<file path="config.mk">
export PLATFORM = sky130hd
export DESIGN_NAME = fetch_unit
export DESIGN_NICKNAME = d
export VERILOG_FILES = /design/src/rtl/fetch_pkg.sv /design/src/rtl/fetch_fifo.sv /design/src/rtl/fetch_unit.sv
export SDC_FILE = /design/constraint.sdc
export NUM_CORES = 1
export LEC_CHECK = 0
export ABC_AREA = 1
export ABC_CLOCK_PERIOD_IN_PS = 3390
export CORE_UTILIZATION = 47
export DETAILED_ROUTE_END_ITERATION = 8
export HOLD_SLACK_MARGIN = 0.05
export PLACE_DENSITY = 0.8
export SYNTH_ARGS = -nofsm -noshare
export SYNTH_HDL_FRONTEND = slang
export SYNTH_SLANG_ARGS = --single-unit
</file>
<file path="constraint.sdc">
create_clock -name clock -period 3.39 [get_ports clock]
set_input_delay 0.8475 -clock clock [delete_from_list [all_inputs] [get_ports clock]]
set_output_delay 0.8475 -clock clock [all_outputs]
set_load 0.02 [all_outputs]
</file>
<file path="src/rtl/fetch_pkg.sv">
// Shared types and default sizes for the instruction fetch stage.
package fetch_pkg;

   localparam int DEF_ADDR_W = 16;
   localparam int DEF_DATA_W = 16;
   localparam int DEF_DEPTH  = 2;

   typedef enum logic [1:0] {
      FETCH = 2'd0,
      WAIT  = 2'd1,
      DRAIN = 2'd2
   } fetch_state_e;

   typedef struct packed {
      logic [DEF_ADDR_W-1:0] addr;
      logic [DEF_DATA_W-1:0] data;
   } fetch_entry_t;

endpackage

</file>
<file path="src/rtl/fetch_fifo.sv">
// Prefetch FIFO holding {addr, data} words; flush overrides push and pop.
module fetch_fifo
   import fetch_pkg::*;
#(
   parameter int DEPTH = DEF_DEPTH,
   parameter int CNT_W = $clog2(DEPTH + 1)
) (
   input  logic             clock,
   input  logic             reset,
   input  logic             flush,
   input  logic             push,
   input  fetch_entry_t     push_entry,
   input  logic             pop,
   output logic [CNT_W-1:0] count,
   output logic             head_valid,
   output fetch_entry_t     head
);

   localparam int               PTR_W    = (DEPTH > 1) ? $clog2(DEPTH) : 1;
   localparam logic [PTR_W-1:0] LAST_PTR = PTR_W'(DEPTH - 1);
   localparam logic [CNT_W-1:0] FULL_CNT = CNT_W'(DEPTH);

   fetch_entry_t     mem_q [DEPTH];
   fetch_entry_t     mem_d [DEPTH];
   logic [PTR_W-1:0] wr_ptr_q, wr_ptr_d;
   logic [PTR_W-1:0] rd_ptr_q, rd_ptr_d;
   logic [CNT_W-1:0] count_q, count_d;
   logic             do_push_s, do_pop_s;

   function automatic logic [PTR_W-1:0] next_ptr(input logic [PTR_W-1:0] p);
      return (p == LAST_PTR) ? '0 : p + PTR_W'(1);
   endfunction

   // Pointer, count and storage update
   always_comb begin
      do_pop_s  = pop && (count_q != '0);
      // a push into a full FIFO is fine when the head leaves in the same cycle
      do_push_s = push && ((count_q != FULL_CNT) || do_pop_s);
      mem_d     = mem_q;
      wr_ptr_d  = wr_ptr_q;
      rd_ptr_d  = rd_ptr_q;
      count_d   = count_q;
      if (flush) begin
         wr_ptr_d = '0;
         rd_ptr_d = '0;
         count_d  = '0;
      end else begin
         if (do_push_s) begin
            mem_d[wr_ptr_q] = push_entry;
            wr_ptr_d        = next_ptr(wr_ptr_q);
         end else begin
            wr_ptr_d = wr_ptr_q;
         end
         if (do_pop_s) begin
            rd_ptr_d = next_ptr(rd_ptr_q);
         end else begin
            rd_ptr_d = rd_ptr_q;
         end
         case ({do_push_s, do_pop_s})
            2'b10:   count_d = count_q + CNT_W'(1);
            2'b01:   count_d = count_q - CNT_W'(1);
            default: count_d = count_q;
         endcase
      end
   end

   // Control registers
   always_ff @(posedge clock) begin
      if (reset) begin
         wr_ptr_q <= '0;
         rd_ptr_q <= '0;
         count_q  <= '0;
      end else begin
         wr_ptr_q <= wr_ptr_d;
         rd_ptr_q <= rd_ptr_d;
         count_q  <= count_d;
      end
   end

   // Storage needs no reset: the head is masked while empty
   always_ff @(posedge clock) begin
      mem_q <= mem_d;
   end

   assign count      = count_q;
   assign head_valid = (count_q != '0);
   assign head       = head_valid ? mem_q[rd_ptr_q] : '0;

endmodule

</file>
<file path="src/rtl/fetch_unit.sv">
// Instruction fetch stage: drives the PC, requests words from instruction
// memory, buffers them and hands them to decode; jumps discard stale fetches.
module fetch_unit
   import fetch_pkg::*;
#(
   parameter int ADDR_W = DEF_ADDR_W,
   parameter int DATA_W = DEF_DATA_W,
   parameter int DEPTH  = DEF_DEPTH
) (
   input  logic              clock,
   input  logic              reset,
   input  logic [ADDR_W-1:0] pc,
   output logic              pc_inc,
   output logic              pc_load,
   output logic [ADDR_W-1:0] pc_in,
   output logic              imem_req,
   output logic [ADDR_W-1:0] imem_addr,
   input  logic              imem_ack,
   input  logic [DATA_W-1:0] imem_data,
   input  logic              jump,
   input  logic [ADDR_W-1:0] jump_target,
   output logic              instr_valid,
   output logic [DATA_W-1:0] instr,
   output logic [ADDR_W-1:0] instr_pc,
   input  logic              instr_ready
);

   localparam int             CNT_W     = $clog2(DEPTH + 1);
   localparam logic [CNT_W:0] DEPTH_EXT = (CNT_W + 1)'(DEPTH);

   fetch_state_e      state_q, state_d;
   logic [ADDR_W-1:0] req_addr_q, req_addr_d;
   logic [CNT_W-1:0]  count_s;
   logic [CNT_W:0]    occ_after_s;
   logic              head_valid_s;
   logic              push_s, pop_s;
   fetch_entry_t      push_entry_s, head_s;

   fetch_fifo #(
      .DEPTH (DEPTH),
      .CNT_W (CNT_W)
   ) u_fifo (
      .clock      (clock),
      .reset      (reset),
      .flush      (jump),
      .push       (push_s),
      .push_entry (push_entry_s),
      .pop        (pop_s),
      .count      (count_s),
      .head_valid (head_valid_s),
      .head       (head_s)
   );

   // State and request-address register
   always_ff @(posedge clock) begin
      if (reset) begin
         state_q    <= FETCH;
         req_addr_q <= '0;
      end else begin
         state_q    <= state_d;
         req_addr_q <= req_addr_d;
      end
   end

   // Next-state and next request address
   always_comb begin
      state_d     = state_q;
      req_addr_d  = req_addr_q;
      occ_after_s = {1'b0, count_s} + (CNT_W + 1)'(1) - {{CNT_W{1'b0}}, pop_s};
      case (state_q)
         FETCH: begin
            if (!jump && ({1'b0, count_s} < DEPTH_EXT)) begin
               state_d    = WAIT;
               req_addr_d = pc;
            end else begin
               state_d = FETCH;
            end
         end
         WAIT: begin
            if (jump) begin
               state_d = imem_ack ? FETCH : DRAIN;
            end else if (imem_ack) begin
               // issue the following word straight away only if it will fit
               if (occ_after_s < DEPTH_EXT) begin
                  state_d    = WAIT;
                  req_addr_d = req_addr_q + ADDR_W'(1);
               end else begin
                  state_d = FETCH;
               end
            end else begin
               state_d = WAIT;
            end
         end
         DRAIN: begin
            state_d = imem_ack ? FETCH : DRAIN;
         end
         default: begin
            state_d = FETCH;
         end
      endcase
   end

   // Memory, PC and FIFO control decode
   always_comb begin
      imem_req            = (state_q != FETCH);
      imem_addr           = imem_req ? req_addr_q : '0;
      push_s              = (state_q == WAIT) && imem_ack && !jump;
      push_entry_s.addr   = req_addr_q;
      push_entry_s.data   = imem_data;
      pop_s               = head_valid_s && instr_ready;
      pc_inc              = push_s;
      pc_load             = jump;
      pc_in               = jump ? jump_target : '0;
   end

   assign instr_valid = head_valid_s;
   assign instr       = head_s.data;
   assign instr_pc    = head_s.addr;

endmodule

</file>
**Word level (Yosys, flattened, before mapping)**

Cells that the tools add are included.

- Magnitude comparators: 5
- Bitwise logic cells: 3
- Reductions and logical operators: 17
- Add/subtract/negate cells: 7
- Equal/unequal tests: 9
- Muxes and demuxes: 23

Operators with widths:

| operator | count |
|---|---|
| two-way mux 32 bit | 5 |
| two-way mux 16 bit | 6 |
| bitwise mux 64 bit | 1 |
| demux 32 bit (select 1 bit) | 1 |
| one-hot mux 16 bit (2 select lines) | 1 |
| adder 16 x 1 -> 16 bit (second input constant) | 1 |
| inequality test 2 bit (second input constant) | 5 |
| nonzero test 2 bit | 4 |
| logical AND 1 bit | 7 |
| two-way mux 2 bit | 3 |
| one-hot mux 2 bit (3 select lines) | 1 |
| AND reduction 5 bit | 1 |
| equality test 2 x 1 -> 1 bit (second input constant) | 2 |
| equality test 2 bit (second input constant) | 2 |
| greater-or-equal comparator 2 bit (second input constant) | 2 |
| two-way mux 1 bit | 4 |
| NOT 1 -> 2 bit | 2 |
| one-hot mux 2 bit (2 select lines) | 1 |
| adder 2 x 1 -> 3 bit (second input constant) | 1 |
| less-than comparator 3 x 2 -> 1 bit (second input constant) | 1 |
| subtractor 3 x 1 -> 3 bit | 1 |
| adder 1 bit (second input constant) | 2 |
| adder 2 x 1 -> 2 bit (second input constant) | 1 |
| zero test 2 bit | 1 |
| 8 further kinds | 8 |

- Bits in registers: 86

**Logic depth before layout (Yosys ltp)**

Gate-level depths: netlist of run 1.

- Word-level depth: 8
- Gate-level depth with buffers: 11
- Mapped depth without buffers: 11

**Hierarchy**

From an unflattened synthesis of run 1, not the netlist that was laid out.

- Cells, all modules: 481
- Area, all modules: 4160.2 µm²

Modules (own cells, without submodules):

| module | area an instance (µm²) | times used | cells each | sequential area each (µm²) |
|---|---|---|---|---|
| fetch_fifo | 2647.5 | 1 | 206 | 2001.9 |
| fetch_unit | 1512.7 | 1 | 275 | 360.3 |

**Worst setup path after synthesis of run 1**

No wires, ideal clock.

- Kind: input-to-reg
- Start: input port jump
- End: register u_fifo.mem_q[0] in the netlist's numbering, enable pin
- Stages on the path: 6
- Path slack: -0.101 ns
- Library setup time: 0.421 ns
- Data arrival time: 3.070 ns
- Path through: buf_2 inv_1 nand2_1 nor2_1 o31ai_2 nor2_1

- Word-level cells in the longest chain between the ends: 4
- Elaborated cells between the ends (all ways): 5

RTL lines:

| what | RTL line | text |
|---|---|---|
| start, declared | fetch_unit.sv:20 | `input logic jump,` |
| zero test 1 bit | fetch_unit.sv:107 | `push_s = (state_q == WAIT) && imem_ack && !jump;` |
| logical AND 1 bit | fetch_unit.sv:107 |  |
| net pc_inc | fetch_unit.sv:13 | `output logic pc_inc,` |
| logical AND 1 bit | fetch_fifo.sv:38 | `do_push_s = push && ((count_q != FULL_CNT) \|\| do_pop_s);` |
| AND reduction 2 bit (no source line) | - |  |
| end signal, assigned | fetch_fifo.sv:82 | `mem_q <= mem_d;` |
| end, declared | fetch_fifo.sv:23 | `fetch_entry_t mem_q [DEPTH];` |

The timed path passes the listed nets, and every way through them passes these cells.
A chain may end at the register's enable or synchronous reset.

**Final worst setup path of run 1**

- Start: input port jump
- End: output port pc_in[13]

- Word-level cells in the longest chain between the ends: 1

RTL lines:

| what | RTL line | text |
|---|---|---|
| two-way mux 16 bit | fetch_unit.sv:113 | `pc_in = jump ? jump_target : '0;` |
| end, declared | fetch_unit.sv:15 | `output logic [ADDR_W-1:0] pc_in,` |

Every way passes these cells.

==> results of run 1 <==
[registers in the layout, indices dropped and copies added (netlist names)]
signal / cells
req_addr_q: 16
state_q: 2
u_fifo.count: 2
u_fifo.mem_q: 64
u_fifo.rd_ptr_q: 1
u_fifo.wr_ptr_q: 1
[final cells by class]
class | instances | area (um2)
clock inverter | 3 | 65.1
clock buffer | 13 | 170
inverter | 53 | 199
fill | 658 | 2710
multi-input combinational | 313 | 1390
timing repair buffer | 129 | 1270
tap | 105 | 131
sequential | 86 | 2360
[worst max-delay path, stage by stage]
cell and delay [ns]:
clkdlybuf4s50_1 0.48, buf_4 0.24, nand2_1 0.07, inv_1 0.06, clkdlybuf4s50_1 0.61
[worst paths after layout]
check	start	to	slack, ns	cells after the start
min	u_fifo.wr_ptr_q	u_fifo.wr_ptr_q	0.54	2
min reg2reg	u_fifo.wr_ptr_q	u_fifo.wr_ptr_q	0.54	2
max	jump	pc_in[13]	0.23	5
max reg2reg	state_q[0]	u_fifo.mem_q[4]	1.55	7
[synth_stat cells, drive strengths merged]
| library cell | n | area share, % |
|---|---|---|
| a2111oi | 1 | 0.22 |
| a21boi | 1 | 0.19 |
| a21oi | 53 | 6.6 |
| buf | 10 | 1.5 |
| clkbuf | 11 | 1.0 |
| dfxtp | 22 | 11 |
| edfxtp | 64 | 47 |
| ha | 2 | 0.62 |
| inv | 53 | 4.9 |
| nand2 | 149 | 14 |
| nand3 | 18 | 2.5 |
| nand4 | 3 | 0.46 |
| nor2 | 58 | 5.9 |
| o21ai | 23 | 2.8 |
| o22ai | 2 | 0.31 |
| o31ai | 1 | 0.31 |
| xnor2 | 1 | 0.22 |
| xor2 | 1 | 0.22 |
[power by group through the flow]
stage               clock network [W]  logic [W]  registers, W
floorplan                           0   0.000175       0.00122
global placement                    0   0.000306       0.00122
detailed placement                  0   0.000313       0.00123
CTS                          0.000827   0.000315       0.00120
global route                 0.000865   0.000347       0.00121
finish                       0.000815   0.000316       0.00121
[cells by family after synthesis]
| family | Yosys count | share of synthesized area, % |
|---|---|---|
| buffers and inverters | 74 | 7.47 |
| XOR/XNOR | 2 | 0.432 |
| flip-flops | 86 | 58.3 |
| adder cells (fa/ha/maj) | 2 | 0.618 |
| AO/OA/AOI/OAI | 81 | 10.5 |
| AND/OR/NAND/NOR | 228 | 22.7 |
[through the flow]
step | instance area (um2) | worst slack [ns]
after global routing | 5590 | 0.122
final | 5590 | 0.233
after floorplan | 4050 | -0.101
after detailed placement | 5360 | 0.238
after CTS | 5590 | 0.233
after global placement | 5360 | 0.292
[layer usage]
layer / global-route usage (%) / vias up / wire (um)
li1: - / 1776 / -
met2: 38.6 / 179 / 4610
met1: 28.4 / 1603 / 4200
met5: 0 / - / 0
met3: 4.11 / 15 / 754
met4: 8.96 / 0 / 159
==> flow_metrics.py, run 1 <==
metrics = {
    "run_status": {
        "status": "finished, final reports clean",
    },
    "setup_path": {
        "worstPathRequired_ns": 2.54,
        "end_kind": "output pin",
        "critPathKind": "in2out",
        "critPathLaunchType": "input pin",
        "cp_max_fo": 20,
        "critPathArrivalTime_ns": 2.31,
    },
    "cts": {
        "cts.sinks": 86,
        "cts_htree_levels": 3,
        "clockBufferDepth": 2,
        "cts_buffers": 9,
        "cts_hold_buf": 0,
        "cts_tree": "built",
        "post_cts_resized": 0,
        "post_cts_buffers": 0,
        "root_buffer": "clkbuf_8",
        "clkTransAtPathRegs_ns": 0.08,
        "insertion_delay_ns": 0.34,
    },
    "placement": {
        "routabilityCongestion": 0.877,
        "port_buffers": 120,
        "place_inst": 686,
        "post-dp-hpwl_um": 6850,
    },
    "floorplanning": {
        "core_mm2": 0.00830,
        "ios": 121,
        "std_cell_rows": 33,
        "die_h_um": 94.8,
        "die_width_um": 94.8,
        "dieArea_mm2": 0.00900,
        "start_util_pct": 48.8,
    },
    "yosys": {
        "yosysSeqAreaShare_pct": 58.3,
        "synth.avg_cell_area_um2": 8.57,
        "synth-warning-count": 0,
        "yosys.cell_types.count": 27,
        "synth-seq-cells": 86,
        "synth.net_count": 528,
        "syn_inst": 473,
        "syn_area_mm2": 0.00405,
    },
    "sta": {
        "finalSetupTns_ns": 0,
        "fin_skew_ns": 0.0113,
        "fin_crit_ns": 3.16,
        "slew_headroom_pct": 61.1,
        "drv_slew": 0,
        "whs_ns": 0.536,
        "period_share_pct": 93.1,
        "timing.fmax_mhz": 317,
        "rsz0062_at_grt": "no",
        "finalSetupViolCount": 0,
        "hold_viol": 0,
        "max_slew.worst_pin.slew_ns": 0.582,
    },
    "power_and_ir_drop": {
        "combPwrFrac_pct": 13.5,
        "pwr-share-seq_pct": 51.6,
        "p_sw_w": 0.000545,
        "finalPower_w": 0.00234,
        "clkPwrFrac_pct": 34.9,
        "sw_frac_of_total_pct": 23.3,
        "power.density_mw_per_mm2": 418,
        "intPower_w": 0.00179,
        "power.leakage_nw": 2.13,
        "peakVddDrop_mv": 0.248,
    },
    "detailed_routing": {
        "drt-initial-drc-count": 138,
        "routedWlPerCell_um": 13.9,
        "dr.pass1.iters": 5,
        "vias": 3573,
        "antenna_left": 0,
        "via_per_inst": 5.09,
        "drc_errors": 0,
        "totalWireLength_um": 9730,
    },
    "cells_and_area": {
        "fin_nets": 647,
        "layout_commonest_cell": "nand2_1",
        "post-route-util_pct": 67.4,
        "final_cell_mix": "nand2_1, clkdlybuf4s50_1, edfxtp_1",
        "diodes": 0,
        "fin_cells": 702,
        "area_growth_pct": 38.0,
        "drive_above_1_share_pct": 6.87,
    },
    "global_route": {
        "overflow": 0,
        "antenna_found_initial": 0,
        "grt_pass1_vias": 3329,
        "grt_start_max_net_pins": 35,
        "grt_pass1_wl_um": 15500,
        "track_usage_pct": 22.7,
    },
    "flow_run": {
        "timing.max_cap.violations": 0,
    },
    "hold_path": {
        "hold_class": "reg2reg",
    },
}
No activity file was read; power rests on OpenSTA's default activity.
==> run 2: changes to the inputs <==
- PLACE_DENSITY: 0.8 -> 0.83
- SKIP_LAST_GASP: default -> 1
==> flow_metrics.py, run 2 (synthesis results as in run 1) <==
metrics = {
    "run_status": {
        "status": "finished, final reports clean",
    },
    "floorplanning": {
        "die_h_um": 94.8,
        "start_util_pct": 48.8,
        "ios": 121,
        "std_cell_rows": 33,
        "dieArea_mm2": 0.00900,
        "die_width_um": 94.8,
        "core_mm2": 0.00830,
    },
    "detailed_routing": {
        "drt-initial-drc-count": 168,
        "dr.pass1.iters": 4,
        "drc_errors": 0,
        "routedWlPerCell_um": 13.5,
        "totalWireLength_um": 9460,
        "antenna_left": 0,
        "via_per_inst": 5.07,
        "vias": 3556,
    },
    "power_and_ir_drop": {
        "pwr-share-seq_pct": 54.4,
        "power.leakage_nw": 2.11,
        "sw_frac_of_total_pct": 25.4,
        "clkPwrFrac_pct": 31.5,
        "power.density_mw_per_mm2": 399,
        "combPwrFrac_pct": 14.1,
        "intPower_w": 0.00165,
        "p_sw_w": 0.000562,
        "peakVddDrop_mv": 0.242,
    },
    "setup_path": {
        "cp_slowest_stage_delay_ns": 0.60,
        "r2r-start": "u_fifo.count[1]",
        "critPathArrivalTime_ns": 2.32,
        "crit_top_cell": "clkdlybuf4s50_1",
        "critPathLaunchType": "input pin",
        "crit_path_top_delay_cell": "clkdlybuf4s50_1",
        "worstPathRequired_ns": 2.54,
        "cp_max_fo": 20,
        "critPathCapture": "pc_in[13]",
        "r2r_end": "u_fifo.count[1]",
        "rrSetupSlack_ns": 1.54,
        "crit_start": "jump",
        "end_kind": "output pin",
        "r2r_cells": 7,
        "critPathKind": "in2out",
        "path_cells": "clkdlybuf4s50_1, buf_4, nand2_1, inv_1, clkdlybuf4s50_1",
    },
    "sta": {
        "fin_skew_ns": 0.00940,
        "hold_viol": 0,
        "period_share_pct": 93.5,
        "timing.fmax_mhz": 315,
        "drv_slew": 0,
        "rsz0062_at_grt": "no",
        "max_slew.worst_pin.slew_ns": 0.631,
        "slew_headroom_pct": 57.8,
        "setup_ws_ns": 0.220,
        "finalSetupViolCount": 0,
        "finalSetupTns_ns": 0,
        "fin_crit_ns": 3.17,
    },
    "cts": {
        "post_cts_buffers": 0,
        "clockBufferDepth": 2,
        "cts_hold_buf": 0,
        "cts_tree": "built",
        "cts.sinks": 86,
        "cts_htree_levels": 3,
        "insertion_delay_ns": 0.34,
        "cts_buffers": 9,
        "post_cts_resized": 0,
        "root_buffer": "clkbuf_8",
        "clkTransAtPathRegs_ns": 0.08,
    },
    "cells_and_area": {
        "seqCellArea_mm2": 0.00236,
        "fin_area_mm2": 0.00555,
        "fin_nets": 647,
        "largest_register_ffs": 64,
        "reg_top3": "u_fifo.mem_q x64, req_addr_q x16",
        "layout_commonest_cell": "nand2_1",
        "registers.top_by_ff_count": "u_fifo.mem_q",
        "fill_cells": 661,
        "final_cell_mix": "nand2_1, clkdlybuf4s50_1, edfxtp_1",
        "area_growth_pct": 37.1,
        "diodes": 0,
        "multi_input_area_mm2": 0.00139,
        "drive_above_1_share_pct": 7.20,
    },
    "global_route": {
        "overflow": 0,
        "grt_pass1_wl_um": 15200,
        "grt_pass1_vias": 3426,
        "grt_start_max_net_pins": 35,
        "track_usage_pct": 21.9,
        "antenna_found_initial": 0,
    },
    "placement": {
        "routabilityCongestion": 0.852,
        "place_area_mm2": 0.00536,
        "port_buffers": 120,
        "dp_slack_ns": 0.226,
        "post-dp-hpwl_um": 6630,
    },
    "hold_path": {
        "min_path_cells": 2,
        "hold_class": "reg2reg",
    },
    "flow_run": {
        "timing.max_cap.violations": 0,
    },
}
run 2: worst min-delay path by stage:
stage,slack (ns),from,endpoint
detailed placement,0.53,u_fifo.count[0],u_fifo.count[0]
CTS,0.54,u_fifo.wr_ptr_q,u_fifo.wr_ptr_q
global route,0.56,req_addr_q[14],u_fifo.mem_q[30]
floorplan,0.46,req_addr_q[15],u_fifo.mem_q[31]
global placement,0.51,u_fifo.wr_ptr_q,u_fifo.wr_ptr_q
finish,0.54,u_fifo.wr_ptr_q,u_fifo.wr_ptr_q
run 2: worst max-delay path, delay by kind of cell:
kind | cells | cell delay, ns
buffers and inverters | 4 | 1.37
and+or+nand+nor | 1 | 0.09
run 2: layout make-up:
type | instances | area share [%]
clock buffers | 9 | 2.23
flip-flops and latches | 86 | 42.5
multi-input cells | 313 | 25.1
inverters | 53 | 3.58
repair buffers | 129 | 22.8
well taps | 105 | 2.37
clock inverters | 7 | 1.33
run 2: power groups by stage:
stage / clock network (W) / logic [W] / registers [W]
after floorplan: 0 / 0.000175 / 0.00122
after global placement: 0 / 0.000304 / 0.00122
after detailed placement: 0 / 0.000310 / 0.00123
after CTS: 0.000711 / 0.000312 / 0.00121
after global routing: 0.000747 / 0.000345 / 0.00121
final: 0.000698 / 0.000312 / 0.00121
run 2: metrics by stage:
step / total power, W / hold slack, ns / utilization [%] / cells
2_1_floorplan: 0.00139 / 0.463 / - / 473
3_3_place_gp: 0.00153 / 0.505 / 64.5 / 686
3_5_place_dp: 0.00154 / 0.525 / 64.5 / 686
4_1_cts: 0.00223 / 0.540 / 66.9 / 702
5_1_grt: 0.00230 / 0.556 / 66.9 / 702
6_report: 0.00222 / 0.537 / 66.9 / 702
run 2: metal layers:
layer	track usage, %	routed length [um]	share of wire [%]	vias up
li1	-	-	-	1773
met1	26.6	4000	42	1598
met2	38.9	4660	49	166
met3	3.30	664	7.0	19
met4	8.84	132	1.4	0
met5	0	0	0	-
